**config.mk**
```make
export PLATFORM = sky130hd
export DESIGN_NAME = i2s_transmitter
export DESIGN_NICKNAME = d
export VERILOG_FILES = /design/src/rtl/i2s_transmitter_pkg.sv /design/src/rtl/i2s_tx_shifter.sv /design/src/rtl/i2s_transmitter.sv
export SDC_FILE = /design/constraint.sdc
export NUM_CORES = 1
export LEC_CHECK = 0
export CAP_MARGIN = 20
export CORE_UTILIZATION = 54
export CTS_CLUSTER_DIAMETER = 50
export CTS_CLUSTER_SIZE = 8
export DETAILED_ROUTE_END_ITERATION = 8
export GPL_ROUTABILITY_DRIVEN = 0
export PLACE_DENSITY = 0.8
export SLEW_MARGIN = 30
export SYNTH_ARGS = -nofsm -noshare
export SYNTH_HDL_FRONTEND = slang
export SYNTH_SLANG_ARGS = --single-unit
```
**constraint.sdc**
```tcl
create_clock -name clk -period 2.2 [get_ports clk]
set_input_delay 0.22 -clock clk [delete_from_list [all_inputs] [get_ports clk]]
set_output_delay 0.22 -clock clk [all_outputs]
set_load 0.005 [all_outputs]
```
**src/rtl/i2s_transmitter_pkg.sv**
```systemverilog
// Shared audio constants for the I2S transmit path.
// Holds the sample width, slot length and BCLK divider used by the
// interpolator and the transmitter, so both agree on the 96 kHz frame
// (512 master clocks per frame). Also holds the channel encoding of the
// word-select line.
package i2s_transmitter_pkg;

    localparam int I2S_DATA_WIDTH    = 24;
    localparam int I2S_SLOT_BITS     = 32;
    localparam int I2S_BCLK_DIV_LOG2 = 3;

    // Master clocks per frame: two slots of SLOT_BITS bit clocks each.
    function automatic int i2s_frame_clks(input int slot_bits, input int div_log2);
        return 2 * slot_bits * (1 << div_log2);
    endfunction

    // Width of the frame counter: BCLK phase + slot bit index + channel.
    function automatic int i2s_cnt_width(input int slot_bits, input int div_log2);
        return div_log2 + $clog2(slot_bits) + 1;
    endfunction

    localparam int I2S_FRAME_CLKS = i2s_frame_clks(I2S_SLOT_BITS, I2S_BCLK_DIV_LOG2);

    // LRCLK level for each channel (Philips I2S: 0 = left).
    typedef enum logic {
        CH_LEFT  = 1'b0,
        CH_RIGHT = 1'b1
    } i2s_chan_e;

endpackage

```
**src/rtl/i2s_tx_shifter.sv**
```systemverilog
// One channel's slot shift register.
// On load it takes a sample and frames it as a full slot: one leading
// zero (the I2S one-bit delay), the sample MSB first, then zero padding.
// Each shift moves the next slot bit to slot_bit; zeros fill in behind,
// so every bit past the sample reads 0.
// Ports:
//   clk, reset_n  clock and asynchronous active-low reset
//   clear         synchronous clear of the slot register
//   load          take load_data as the next slot
//   load_data     sample, two's complement
//   shift         advance one slot bit
//   slot_bit      current slot bit (register MSB)
module i2s_tx_shifter #(
    parameter int DATA_WIDTH = 24,
    parameter int SLOT_BITS  = 32
) (
    input  logic                  clk,
    input  logic                  reset_n,
    input  logic                  clear,
    input  logic                  load,
    input  logic [DATA_WIDTH-1:0] load_data,
    input  logic                  shift,
    output logic                  slot_bit
);

    localparam int PAD_BITS = SLOT_BITS - 1 - DATA_WIDTH;

    logic [SLOT_BITS-1:0] slot_reg;
    logic [SLOT_BITS-1:0] slot_next;
    logic [SLOT_BITS-1:0] load_slot;

    // Zero-extend then push the sample up against the leading zero bit.
    assign load_slot = {{(SLOT_BITS - DATA_WIDTH){1'b0}}, load_data} << PAD_BITS;

    always_comb begin
        slot_next = slot_reg;
        if (clear) begin
            slot_next = '0;
        end else if (load) begin
            slot_next = load_slot;
        end else if (shift) begin
            slot_next = {slot_reg[SLOT_BITS-2:0], 1'b0};
        end
    end

    always_ff @(posedge clk or negedge reset_n) begin
        if (!reset_n) begin
            slot_reg <= '0;
        end else begin
            slot_reg <= slot_next;
        end
    end

    assign slot_bit = slot_reg[SLOT_BITS-1];

endmodule

```
**src/rtl/i2s_transmitter.sv**
```systemverilog
// Philips I2S transmitter for the 96 kHz L/R sample stream.
// A free-running frame counter produces BCLK (clk/8) and LRCLK (clk/512)
// as flop outputs. Incoming L/R strobes fill a one-deep holding stage; a
// completed pair becomes pending and is moved into the per-channel slot
// shifters at the last count of the frame. A frame that starts with no
// pending pair raises the sticky underrun flag; a pair completed while an
// unconsumed one is still pending replaces it and raises overrun.
// Optional build macro I2S_TX_REPEAT_ON_UNDERRUN_EN: when defined, an
// underrun frame repeats the last transmitted pair instead of zeros.
// Ports:
//   clk, reset_n              master clock, asynchronous active-low reset
//   run                       enable; low clears counter, flags and shifters
//   l/r_din_valid, l/r_data_in  sample strobes and data
//   bclk, lrclk, sdata        I2S pins
//   frame_start               pulse in the first cycle of a freshly loaded frame
//   underrun, overrun         sticky status
//   test_data                 debug snapshot of internal state
module i2s_transmitter
    import i2s_transmitter_pkg::*;
#(
    parameter int DATA_WIDTH    = I2S_DATA_WIDTH,
    parameter int BCLK_DIV_LOG2 = I2S_BCLK_DIV_LOG2,
    parameter int SLOT_BITS     = I2S_SLOT_BITS
) (
    input  logic                  clk,
    input  logic                  reset_n,
    input  logic                  run,
    input  logic                  l_din_valid,
    input  logic                  r_din_valid,
    input  logic [DATA_WIDTH-1:0] l_data_in,
    input  logic [DATA_WIDTH-1:0] r_data_in,
    output logic                  bclk,
    output logic                  lrclk,
    output logic                  sdata,
    output logic                  frame_start,
    output logic                  underrun,
    output logic                  overrun,
    output logic [15:0]           test_data
);

    localparam int CNT_W      = i2s_cnt_width(SLOT_BITS, BCLK_DIV_LOG2);
    localparam int FRAME_CLKS = i2s_frame_clks(SLOT_BITS, BCLK_DIV_LOG2);
    localparam logic [CNT_W-1:0] CNT_LAST = CNT_W'(FRAME_CLKS - 1);

    logic [CNT_W-1:0]       cnt_reg;
    logic                   bclk_reg;
    logic                   lrclk_reg;
    logic                   sdata_reg;
    logic                   frame_start_reg;
    logic                   underrun_reg;
    logic                   overrun_reg;
    logic                   pending_reg;

    logic [1:0]             din_valid;
    logic [DATA_WIDTH-1:0]  din [2];
    logic [1:0]             got_vec;
    logic [1:0]             slot_bit_vec;
    logic                   load;
    logic                   bit_edge;
    logic                   pair_done;
    i2s_chan_e              chan;
    logic [$clog2(SLOT_BITS)-1:0] slot_idx;

    assign din_valid = {r_din_valid, l_din_valid};
    assign din[0]    = l_data_in;
    assign din[1]    = r_data_in;

    assign load      = run && (cnt_reg == CNT_LAST);
    assign bit_edge  = run && (cnt_reg[BCLK_DIV_LOG2-1:0] == '0);
    assign pair_done = &got_vec;
    assign chan      = i2s_chan_e'(cnt_reg[CNT_W-1]);
    assign slot_idx  = cnt_reg[CNT_W-2:BCLK_DIV_LOG2];

    genvar gi;
    generate
        for (gi = 0; gi < 2; gi++) begin : g_chan
            localparam i2s_chan_e GEN_CH = (gi == 0) ? CH_LEFT : CH_RIGHT;

            logic [DATA_WIDTH-1:0] hold_reg;
            logic                  got_reg;
            logic [DATA_WIDTH-1:0] load_data;

            // A strobe wins over the pair-complete clear so a sample
            // arriving right as the pair is taken is not lost.
            always_ff @(posedge clk or negedge reset_n) begin
                if (!reset_n) begin
                    hold_reg <= '0;
                    got_reg  <= 1'b0;
                end else if (!run) begin
                    got_reg  <= 1'b0;
                end else if (din_valid[gi]) begin
                    hold_reg <= din[gi];
                    got_reg  <= 1'b1;
                end else if (pair_done) begin
                    got_reg  <= 1'b0;
                end
            end

`ifdef I2S_TX_REPEAT_ON_UNDERRUN_EN
            logic [DATA_WIDTH-1:0] last_reg;

            always_ff @(posedge clk or negedge reset_n) begin
                if (!reset_n) begin
                    last_reg <= '0;
                end else if (load && pending_reg) begin
                    last_reg <= hold_reg;
                end
            end

            assign load_data = pending_reg ? hold_reg : last_reg;
`else
            assign load_data = pending_reg ? hold_reg : '0;
`endif

            assign got_vec[gi] = got_reg;

            i2s_tx_shifter #(
                .DATA_WIDTH (DATA_WIDTH),
                .SLOT_BITS  (SLOT_BITS)
            ) u_shifter (
                .clk       (clk),
                .reset_n   (reset_n),
                .clear     (!run),
                .load      (load),
                .load_data (load_data),
                .shift     (bit_edge && (chan == GEN_CH)),
                .slot_bit  (slot_bit_vec[gi])
            );
        end
    endgenerate

    always_ff @(posedge clk or negedge reset_n) begin
        if (!reset_n) begin
            cnt_reg         <= '0;
            bclk_reg        <= 1'b0;
            lrclk_reg       <= 1'b0;
            sdata_reg       <= 1'b0;
            frame_start_reg <= 1'b0;
            underrun_reg    <= 1'b0;
            overrun_reg     <= 1'b0;
            pending_reg     <= 1'b0;
        end else if (!run) begin
            cnt_reg         <= '0;
            bclk_reg        <= 1'b0;
            lrclk_reg       <= 1'b0;
            sdata_reg       <= 1'b0;
            frame_start_reg <= 1'b0;
            underrun_reg    <= 1'b0;
            overrun_reg     <= 1'b0;
            pending_reg     <= 1'b0;
        end else begin
            cnt_reg         <= cnt_reg + 1'b1;
            bclk_reg        <= cnt_reg[BCLK_DIV_LOG2-1];
            lrclk_reg       <= cnt_reg[CNT_W-1];
            frame_start_reg <= load && pending_reg;
            // The current slot bit is sampled before this edge's shift.
            if (bit_edge) begin
                sdata_reg <= (chan == CH_RIGHT) ? slot_bit_vec[1] : slot_bit_vec[0];
            end
            if (load && !pending_reg) begin
                underrun_reg <= 1'b1;
            end
            // A pair completing in the load cycle is kept for the next frame,
            // so it only counts as an overwrite when nothing is consumed.
            if (pair_done && pending_reg && !load) begin
                overrun_reg <= 1'b1;
            end
            if (pair_done) begin
                pending_reg <= 1'b1;
            end else if (load) begin
                pending_reg <= 1'b0;
            end
        end
    end

    assign bclk        = bclk_reg;
    assign lrclk       = lrclk_reg;
    assign sdata       = sdata_reg;
    assign frame_start = frame_start_reg;
    assign underrun    = underrun_reg;
    assign overrun     = overrun_reg;
    assign test_data   = {pending_reg, got_vec[0], got_vec[1], lrclk_reg, bclk_reg,
                          underrun_reg, overrun_reg, 5'(slot_idx), 4'b0000};

endmodule

```
---- Word-level counts from Yosys, hierarchy flattened ----
Cells that the tools add are included.
operators by class
  muxes and demuxes ....................... 27
  reductions and logical operators ........ 14
  bitwise gates (word level) .............. 1
  equal/unequal tests ..................... 9
  add/subtract/negate cells ............... 1
operators with widths
  kind                                                             number
  32-bit two-way mux                                               6
  24-bit two-way mux                                               2
  1-bit two-way mux                                                18
  3-bit by 1-bit != test with 1-bit output, second input constant  5
  9-bit by 1-bit adder with 9-bit output, second input constant    1
  9-bit equality test, second input constant                       1
  9-bit two-way mux                                                1
  1-bit logical AND                                                8
  2-bit by 1-bit != test with 1-bit output, second input constant  3
  2-bit AND reduction                                              3
  3-bit logical NOT                                                1
  1-bit logical NOT                                                2
  1-bit NOT                                                        1
word-level totals
  register bits after elaboration ......... 130
  word-level logic and storage cells ...... 66

---- Longest topological paths before layout ----
Gate-level depths: netlist of the first run.
  depth after elaboration ................. 6
  depth in mapped cells ................... 10

---- Modules after synthesis ----
Synthesis of the first run repeated with hierarchy kept, for this count alone.
unflattened totals
  cell total of the unflattened synthesis .. 469
  area, all modules ....................... 5599.1 µm²
modules (own cells, without submodules)
  module           area each (µm²)  cells each  seq. area each (µm²)  instances
  i2s_transmitter  2999.1           249         1651.6                1
  i2s_tx_shifter   1300.0           110         625.6                 2

---- Least setup slack after synthesis of the first run ----
Ideal clock, no wire load.
  path type ............................... reg2reg
  start ................................... register cnt_reg[2]
  end ..................................... register g_chan[0].u_shifter.slot_reg[25]
  slack ................................... 282 ps
  buffers on the path ..................... 3
  required time ........................... 2127 ps
  data arrival time ....................... 1845 ps
  library setup time ...................... 73 ps
  stages on the path, launching flop included .. 10
  period minus slack after synthesis ...... 1918 ps
  path through ............................ dfrtp_1 > buf_6 > and3_1 > and3_1 > ha_1 > and2b_2 > buf_2 > buf_2 > o21ai_1 > a2bb2oi_2
between the ends
  word-level cells in the longest chain between the ends .. 4
  elaborated cells between the ends (all ways) .. 8
RTL lines
  element                                                                                RTL line                                      text
  start: declaration                                                                     i2s_transmitter.sv:45                         logic [CNT_W-1:0] cnt_reg;
  start signal: assignment                                                               i2s_transmitter.sv:152                        cnt_reg <= cnt_reg + 1'b1;
  9-bit equality test / 3-bit logical NOT (equally long branches)                        i2s_transmitter.sv:68, i2s_transmitter.sv:69
  1-bit logical AND, on equally long branches                                            i2s_transmitter.sv:68, i2s_transmitter.sv:69
  32-bit two-way mux / 1-bit logical AND (equally long branches)                         i2s_tx_shifter.sv:39, i2s_transmitter.sv:126
  32-bit two-way mux / 3-bit by 1-bit != test with 1-bit output (equally long branches)  n/a
  end signal: assignment                                                                 i2s_tx_shifter.sv:50                          slot_reg <= slot_next;
  end: declaration                                                                       i2s_tx_shifter.sv:28                          logic [SLOT_BITS-1:0] slot_reg;
Several ways; a longest one is shown, not always the timed one.
A chain may end at the register's enable or synchronous reset.

---- Worst setup path in the final report of the first run ----
  start ................................... register cnt_reg[0]
  end ..................................... register g_chan[0].u_shifter.slot_reg[11]
Same word-level chain as after synthesis.

==> results of run 1 <==
==> metal layers <==
metal / routed length [um] / track usage, % / up-vias
met4: 80 / 8.37 / 0
met3: 339 / 6.04 / 6
met2: 5130 / 37.0 / 70
li1: - / - / 1557
met1: 4550 / 28.9 / 1714
met5: 0 / 0 / -
==> critical path, cell delays in order, from the launching register on <==
cell and delay [ns]:
dfrtp_1 0.43, ha_1 0.27, and3_1 0.17, ha_1 0.22
and2b_4 0.33, buf_12 0.19, nand2_4 0.16, a2bb2oi_2 0.19
==> cells in the mapped netlist (2+ instances only) <==
cell type and n:
ha_1 3, buf_6 4, nand2_1 54, o21a_1 4, buf_4 16, clkbuf_1 9, a2bb2oi_2 20, mux2i_1 4
xnor2_1 2, buf_2 12, inv_1 2, nor2b_1 5, and2_1 7, o21ai_1 22, nand3_1 6, and3_1 4
dfrtp_1 116, o21ai_0 24, a21boi_0 2, nor2_1 2, nand2b_1 4, a32o_1 2, buf_12 2, a2bb2oi_1 26
mux2_2 48
==> worst paths after layout <==
path                                                           endpoint  cells past startpoint
max                        g_chan[0].u_shifter.slot_reg[11]$_DFFE_PN0P_                      7
min reg2reg                          g_chan[1].hold_reg[23]$_DFFE_PN0P_                      1
max in group asynchronous            g_chan[1].hold_reg[17]$_DFFE_PN0P_                      3
min in group asynchronous                          cnt_reg[5]$_DFF_PN0_                      3
min                                   g_chan[1].hold_reg[7]$_DFFE_PN0P_                      2
max reg2reg                g_chan[0].u_shifter.slot_reg[11]$_DFFE_PN0P_                      7
==> layout make-up <==
type                       instances  area [um2]
fill                             645        2800
clock inverter                    12         155
multi-input combinational        254        1950
clock buffer                      20         435
sequential                       116        2900
timing repair buffer              84         831
tap                              129         161
inverter                           2        7.51
==> kinds of logic (layout without fill, tap and decap cells) <==
kind of cell / after synthesis / after routing / synth area share, %
other: 1 / 4 / 0.0731
xor gates and xnor gates: 3 / 3 / 0.513
buffers and inverters: 45 / 118 / 5.98
adders and majority gates: 3 / 3 / 0.732
and+or+nand+nor: 88 / 89 / 8.25
muxes: 52 / 52 / 11.3
AOI/OAI and AO/OA: 103 / 103 / 16.5
DFF: 116 / 116 / 56.6
==> power by group <==
group,total [mW],internal [mW],leakage [nW],switching (mW)
clock network,2.72,1.75,0.274,0.963
registers,2.51,2.36,1.45,0.150
logic,0.637,0.381,1.03,0.255
total,5.87,4.50,2.75,1.37
==> cell usage in the layout (no fill, tap or decap), types with 2 or more instances in the layout <==
cell type | netlist | layout
clkbuf_16 | 0 | 16
nor2b_1 | 5 | 5
conb_1 | 1 | 4
mux2_2 | 48 | 48
clkbuf_8 | 0 | 2
a2bb2oi_2 | 20 | 20
xnor2_1 | 2 | 2
bufinv_16 | 0 | 3
nor2_1 | 2 | 2
mux2i_1 | 4 | 4
clkdlybuf4s50_1 | 0 | 69
inv_1 | 2 | 2
nand2b_1 | 4 | 4
buf_12 | 2 | 2
a21boi_0 | 2 | 2
a2bb2oi_1 | 26 | 26
a32o_1 | 2 | 2
nand3_1 | 6 | 6
o21a_1 | 4 | 4
and2_1 | 7 | 7
ha_1 | 3 | 3
o21ai_1 | 22 | 22
buf_4 | 16 | 12
nand2_1 | 54 | 54
dfrtp_1 | 116 | 116
clkinvlp_4 | 0 | 5
o21ai_0 | 24 | 24
clkinv_2 | 0 | 2
and3_1 | 4 | 3
clkbuf_1 | 9 | 2
==> timing repair <==
action,4_1_cts,5_1_grt
hold buffers,1,0
hold endpoints to repair,116,0
resized for setup,0,2
endpoints found under the setup margin,0,29
buffers inserted,0,0
==> impl_results.md, run 1 <==
* Setup TNS at 0 ns
* Max rail drop VDD at 0.000565 V
* Total CTS buffers at 17
* Post-route setup slack at ~0.11 ns
* Std cell rows at 35
* Top cell type's share of synthesized area at 56.6%
* Min Tclk post-route at 2.09 ns
* Area of the mapped netlist at roughly 0.0051 mm2
* Clock Pin Slew Worst Setup and Hold Paths at approximately 0.060 ns
* Synth unique cells at 36
* Initial antenna violation count at 0
* Synth top area cells: dfrtp_1 (57%), mux2_2 (11%), a2bb2oi_2 (5.9%)
* Worst Tran Pin Value at between 0.6 and 0.7 ns
* Tot GR Track Use at between 20% and 30%
* Avg Inst Size Synth at 12.5 um2
* Crit Path Class: reg2reg
* Vias in the first global route at 3,527
* CTS H-tree depth at 4
* P&R area growth vs syn at 25.6%
* DIE HEIGHT at about 99 um
* Layout cells sized above 1 at approximately a quarter
* Final core occ at a little over two thirds
* Critical path data arrival time at around 2.5 ns
* Vias at about 3.3k
* Slew HR at between 50% and 60%
* Drt total wl at ~10 mm
* Synth async-reset ratio at 100%
* Initial DRC count at between 150 and 200
* DR vias/cell at roughly 5.4
* Setup crit end kind: register
* Final setup vio count at 0
* CTS tree: built
* Worst Path Max Fanout at 26
* Max reg flops at 50
* Final hold vios at 0
* Nets at roughly 530
* Placed cells at 583
* Dominant cell type by area after synthesis: dfrtp_1
* First-pass GRT wire length at between 15 and 20 mm
* Clk Latency, worst-skew pair at approximately 0.50 ns
* Pre-antenna DRT Iters at 4
* Antenna Cells at 0
* DRC at 0
* Max-cap violations at 0
* Largest net degree at the start of global routing at around 120
* P_leak at approximately 2.7 nW
* Flop2flop setup slack at 0.11 ns
* Die W at between 90 and 100 um
* Ys flop type: dfrtp_1
* Crit start category: register
* Hold WS at 0.327 ns
* Die area at roughly 0.0099 mm2
* DP Worst Slack at approximately 0.056 ns
* I/O Buffers at 70
* YS warnings at 0
* Root Driver: clkbuf_8
* Boundary Pins at between 70 and 80
* Fin. max-slew vios at 0
* Area after DPL at 0.00582 mm2
* GRT overflow at 0
* Outcome: finished clean
* P per Cell Area at between 900 and 1000 mW/mm2
* Peak Freq at roughly 0.48 GHz
* Worst min-delay path class: in2reg
* Register area share after synthesis at between 50% and 60%
* Final Skew at 0.00803 ns
* DR WL/cell at about 16 um
* RSZ-0062 raised after global routing: no
* Start point of the critical path: cnt_reg[0]$_DFF_PN0_
* EDFF count, synth at 0
* Final period utilization at 95.0%
* Fin cells at between 600 and 700
* Design Power at roughly 6 mW
* CTS Sinks at roughly 120
* Hold_sp: r_data_in[7]
* Initial Util at a little under three fifths
* Worst reg2reg startpoint: cnt_reg[0]$_DFF_PN0_
* Remaining antenna violation count at 0
* Dpl hpwl at ~6.3 mm
* Max Root-Sink Buffers at 2
* Final Cell Area at between 0.006 and 0.007 mm2
* Flops & latches, synth at between 100 and 150
* Core ar. at 0.00924 mm2
* Worst Path Required at around 2.6 ns
* Cell count after synthesis at about 410
No activity file was read; power rests on OpenSTA's default activity.
==> run 2, diff against run 1 <==
CELL_PAD_IN_SITES_DETAIL_PLACEMENT = 1   (was not set)
CELL_PAD_IN_SITES_GLOBAL_PLACEMENT = 2   (was not set)
CORE_UTILIZATION = 37   (was 54)
CTS_CLUSTER_DIAMETER = 120   (was 50)
PLACE_DENSITY = 0.81   (was 0.8)
==> impl_results.md, run 2 (synthesis gave the netlist of run 1 again) <==
* Max-cap violations at 0
* Worst r2r dst: g_chan[0].u_shifter.slot_reg[30]$_DFFE_PN0P_
* Nets at 540
* Worst reg2reg startpoint: cnt_reg[0]$_DFF_PN0_
* Crit start category: register
* Max reg flops at 50
* Vias in the first global route at approximately 3.7k
* Final Skew at between 0.006 and 0.007 ns
* Max rail drop VDD at about 0.00056 V
* Total CTS buffers at 17
* GRT overflow at 0
* Worst Path Max Fanout at 26
* First-pass GRT wire length at between 15 and 20 mm
* Min Tclk post-route at ~2.1 ns
* DR WL/cell at around 17 um
* Boundary Pins at 75
* Core ar. at roughly 0.013 mm2
* Placed cells at 632
* Std cell rows at 42
* Clk Latency, worst-skew pair at between 0.4 and 0.5 ns
* P&R area growth vs syn at 27.8%
* Internal cell power at about 4.4 mW
* Dpl hpwl at between 7 and 8 mm
* NetSw at around 1.3 mW
* Combinational share of power at 11.3%
* Area after DPL at around 0.006 mm2
* Path depth of the worst reg2reg path at 7
* Pre-antenna DRT Iters at 4
* Final setup vio count at 0
* I/O Buffers at 70
* Fin. max-slew vios at 0
* Die W at ~120 um
* # fillers at ~1.4k
* Commonest non-fill, non-tap cell in the layout: dfrtp_1
* Crit Path Class: reg2reg
* Flop2flop setup slack at approximately 0.13 ns
* RSZ-0062 raised after global routing: no
* Slew HR at a little over half
* Design Power at about 5.7 mW
* Remaining antenna violation count at 0
* Sequential Power Share at a little over two fifths
* Final hold vios at 0
* P per Cell Area at between 800 and 900 mW/mm2
* DIE HEIGHT at roughly 120 um
* Initial Util at 38.3%
* Peak Freq at about 0.48 GHz
* Worst min-delay path class: in2async
* Switching Fraction at between 20% and 30%
* Fin cells at slightly below 700
* Critical path data arrival time at between 2 and 2.5 ns
* Vias at ~3.4k
* P_leak at 2.80 nW
* Layout cells sized above 1 at roughly a quarter
* Tot GR Track Use at between 10% and 20%
* Initial DRC count at 168
* Max Root-Sink Buffers at 2
* CTS Sinks at ~120
* Final Cell Area at 0.00656 mm2
* Most frequent cells in the layout: dfrtp_1 (116), clkdlybuf4s50_1 (69), nand2_1 (54), mux2_2 (48), a2bb2oi_1 (26)
* CTS H-tree depth at 4
* Largest net degree at the start of global routing at roughly 50
* DRC at 0
* Final core occ at approximately 50%
* Antenna Cells at 0
* Root Driver: clkbuf_16
* Clock Power Share at 44.9%
* Worst Path Required at about 2.5 ns
* Final period utilization at a little over nine tenths
* Die area at 0.0143 mm2
* Initial antenna violation count at 0
* CTS tree: built
* DR vias/cell at between 4 and 5
* Drt total wl at 11.2 mm
* Clock Pin Slew Worst Setup and Hold Paths at 0.05 ns
* Setup crit end kind: register
* Outcome: finished clean
* Worst Tran Pin Value at 0.675 ns
-- run 2: cell type report --
| cell class | count | area, um2 | share of cell area (%) |
|---|---|---|---|
| sequential | 116 | 2900 | 44.3 |
| inverter | 2 | 7.51 | 0.115 |
| timing repair buffer | 92 | 916 | 14.0 |
| clock inverter | 4 | 45.0 | 0.687 |
| clock buffer | 28 | 507 | 7.73 |
| tap | 176 | 220 | 3.36 |
| multi-input combinational | 255 | 1960 | 29.9 |
-- run 2: how the worst max path moves through the flow --
stage | startpoint | endpoint | slack (ns)
floorplan | cnt_reg[2]$_DFF_PN0_ | g_chan[0].u_shifter.slot_reg[25]$_DFFE_PN0P_ | 0.28
global placement | cnt_reg[0]$_DFF_PN0_ | g_chan[0].u_shifter.slot_reg[8]$_DFFE_PN0P_ | 0.08
detailed placement | cnt_reg[0]$_DFF_PN0_ | g_chan[0].u_shifter.slot_reg[10]$_DFFE_PN0P_ | -0.03
CTS | cnt_reg[0]$_DFF_PN0_ | g_chan[0].u_shifter.slot_reg[10]$_DFFE_PN0P_ | 0.02
global route | cnt_reg[0]$_DFF_PN0_ | g_chan[0].u_shifter.slot_reg[19]$_DFFE_PN0P_ | 0.02
finish | cnt_reg[0]$_DFF_PN0_ | g_chan[0].u_shifter.slot_reg[30]$_DFFE_PN0P_ | 0.13
-- run 2: worst max-delay path, cell delays in order (launching register included) --
cell and delay [ns]:
dfrtp_1 0.44, ha_2 0.24, and3_1 0.16, ha_1 0.24, and2b_4 0.34, buf_12 0.19, nand2_4 0.16, a2bb2oi_2 0.18
-- run 2: power groups by stage --
stage / Clock, mW / Sequential [mW] / Combinational [mW]
floorplan: 0 / 2.49 / 0.454
global placement: 0 / 2.53 / 0.618
detailed placement: 0 / 2.54 / 0.644
CTS: 2.63 / 2.51 / 0.652
global route: 2.73 / 2.54 / 0.713
finish: 2.58 / 2.51 / 0.651
-- run 2: stage by stage --
step | setup slack, ns | setup TNS (ns) | hold WS [ns]
after floorplan | 0.282 | 0 | -0.0756
after global placement | 0.0753 | 0 | 0.284
after detailed placement | -0.0308 | -0.236 | 0.301
after CTS | 0.0205 | 0 | 0.403
after global routing | 0.0181 | 0 | 0.407
final | 0.129 | 0 | 0.382
-- run 2: per-layer routing --
| layer | part of all wire (%) | GRT usage (%) | vias to the layer above |
|---|---|---|---|
| li1 | - | - | 1576 |
| met1 | 48 | 22.2 | 1707 |
| met3 | 3.5 | 4.94 | 16 |
| met4 | 1.5 | 6.33 | 0 |
| met5 | 0 | 0 | - |
| met2 | 47 | 26.7 | 53 |
-- run 2: repair_timing --
item,4_1_cts,5_1_grt
endpoints found under the setup margin,23,37
pin swaps,0,1
setup buffers,0,6
resized for setup,1,3
cloned,0,2
hold endpoints to repair,47,0
hold buffers,1,0
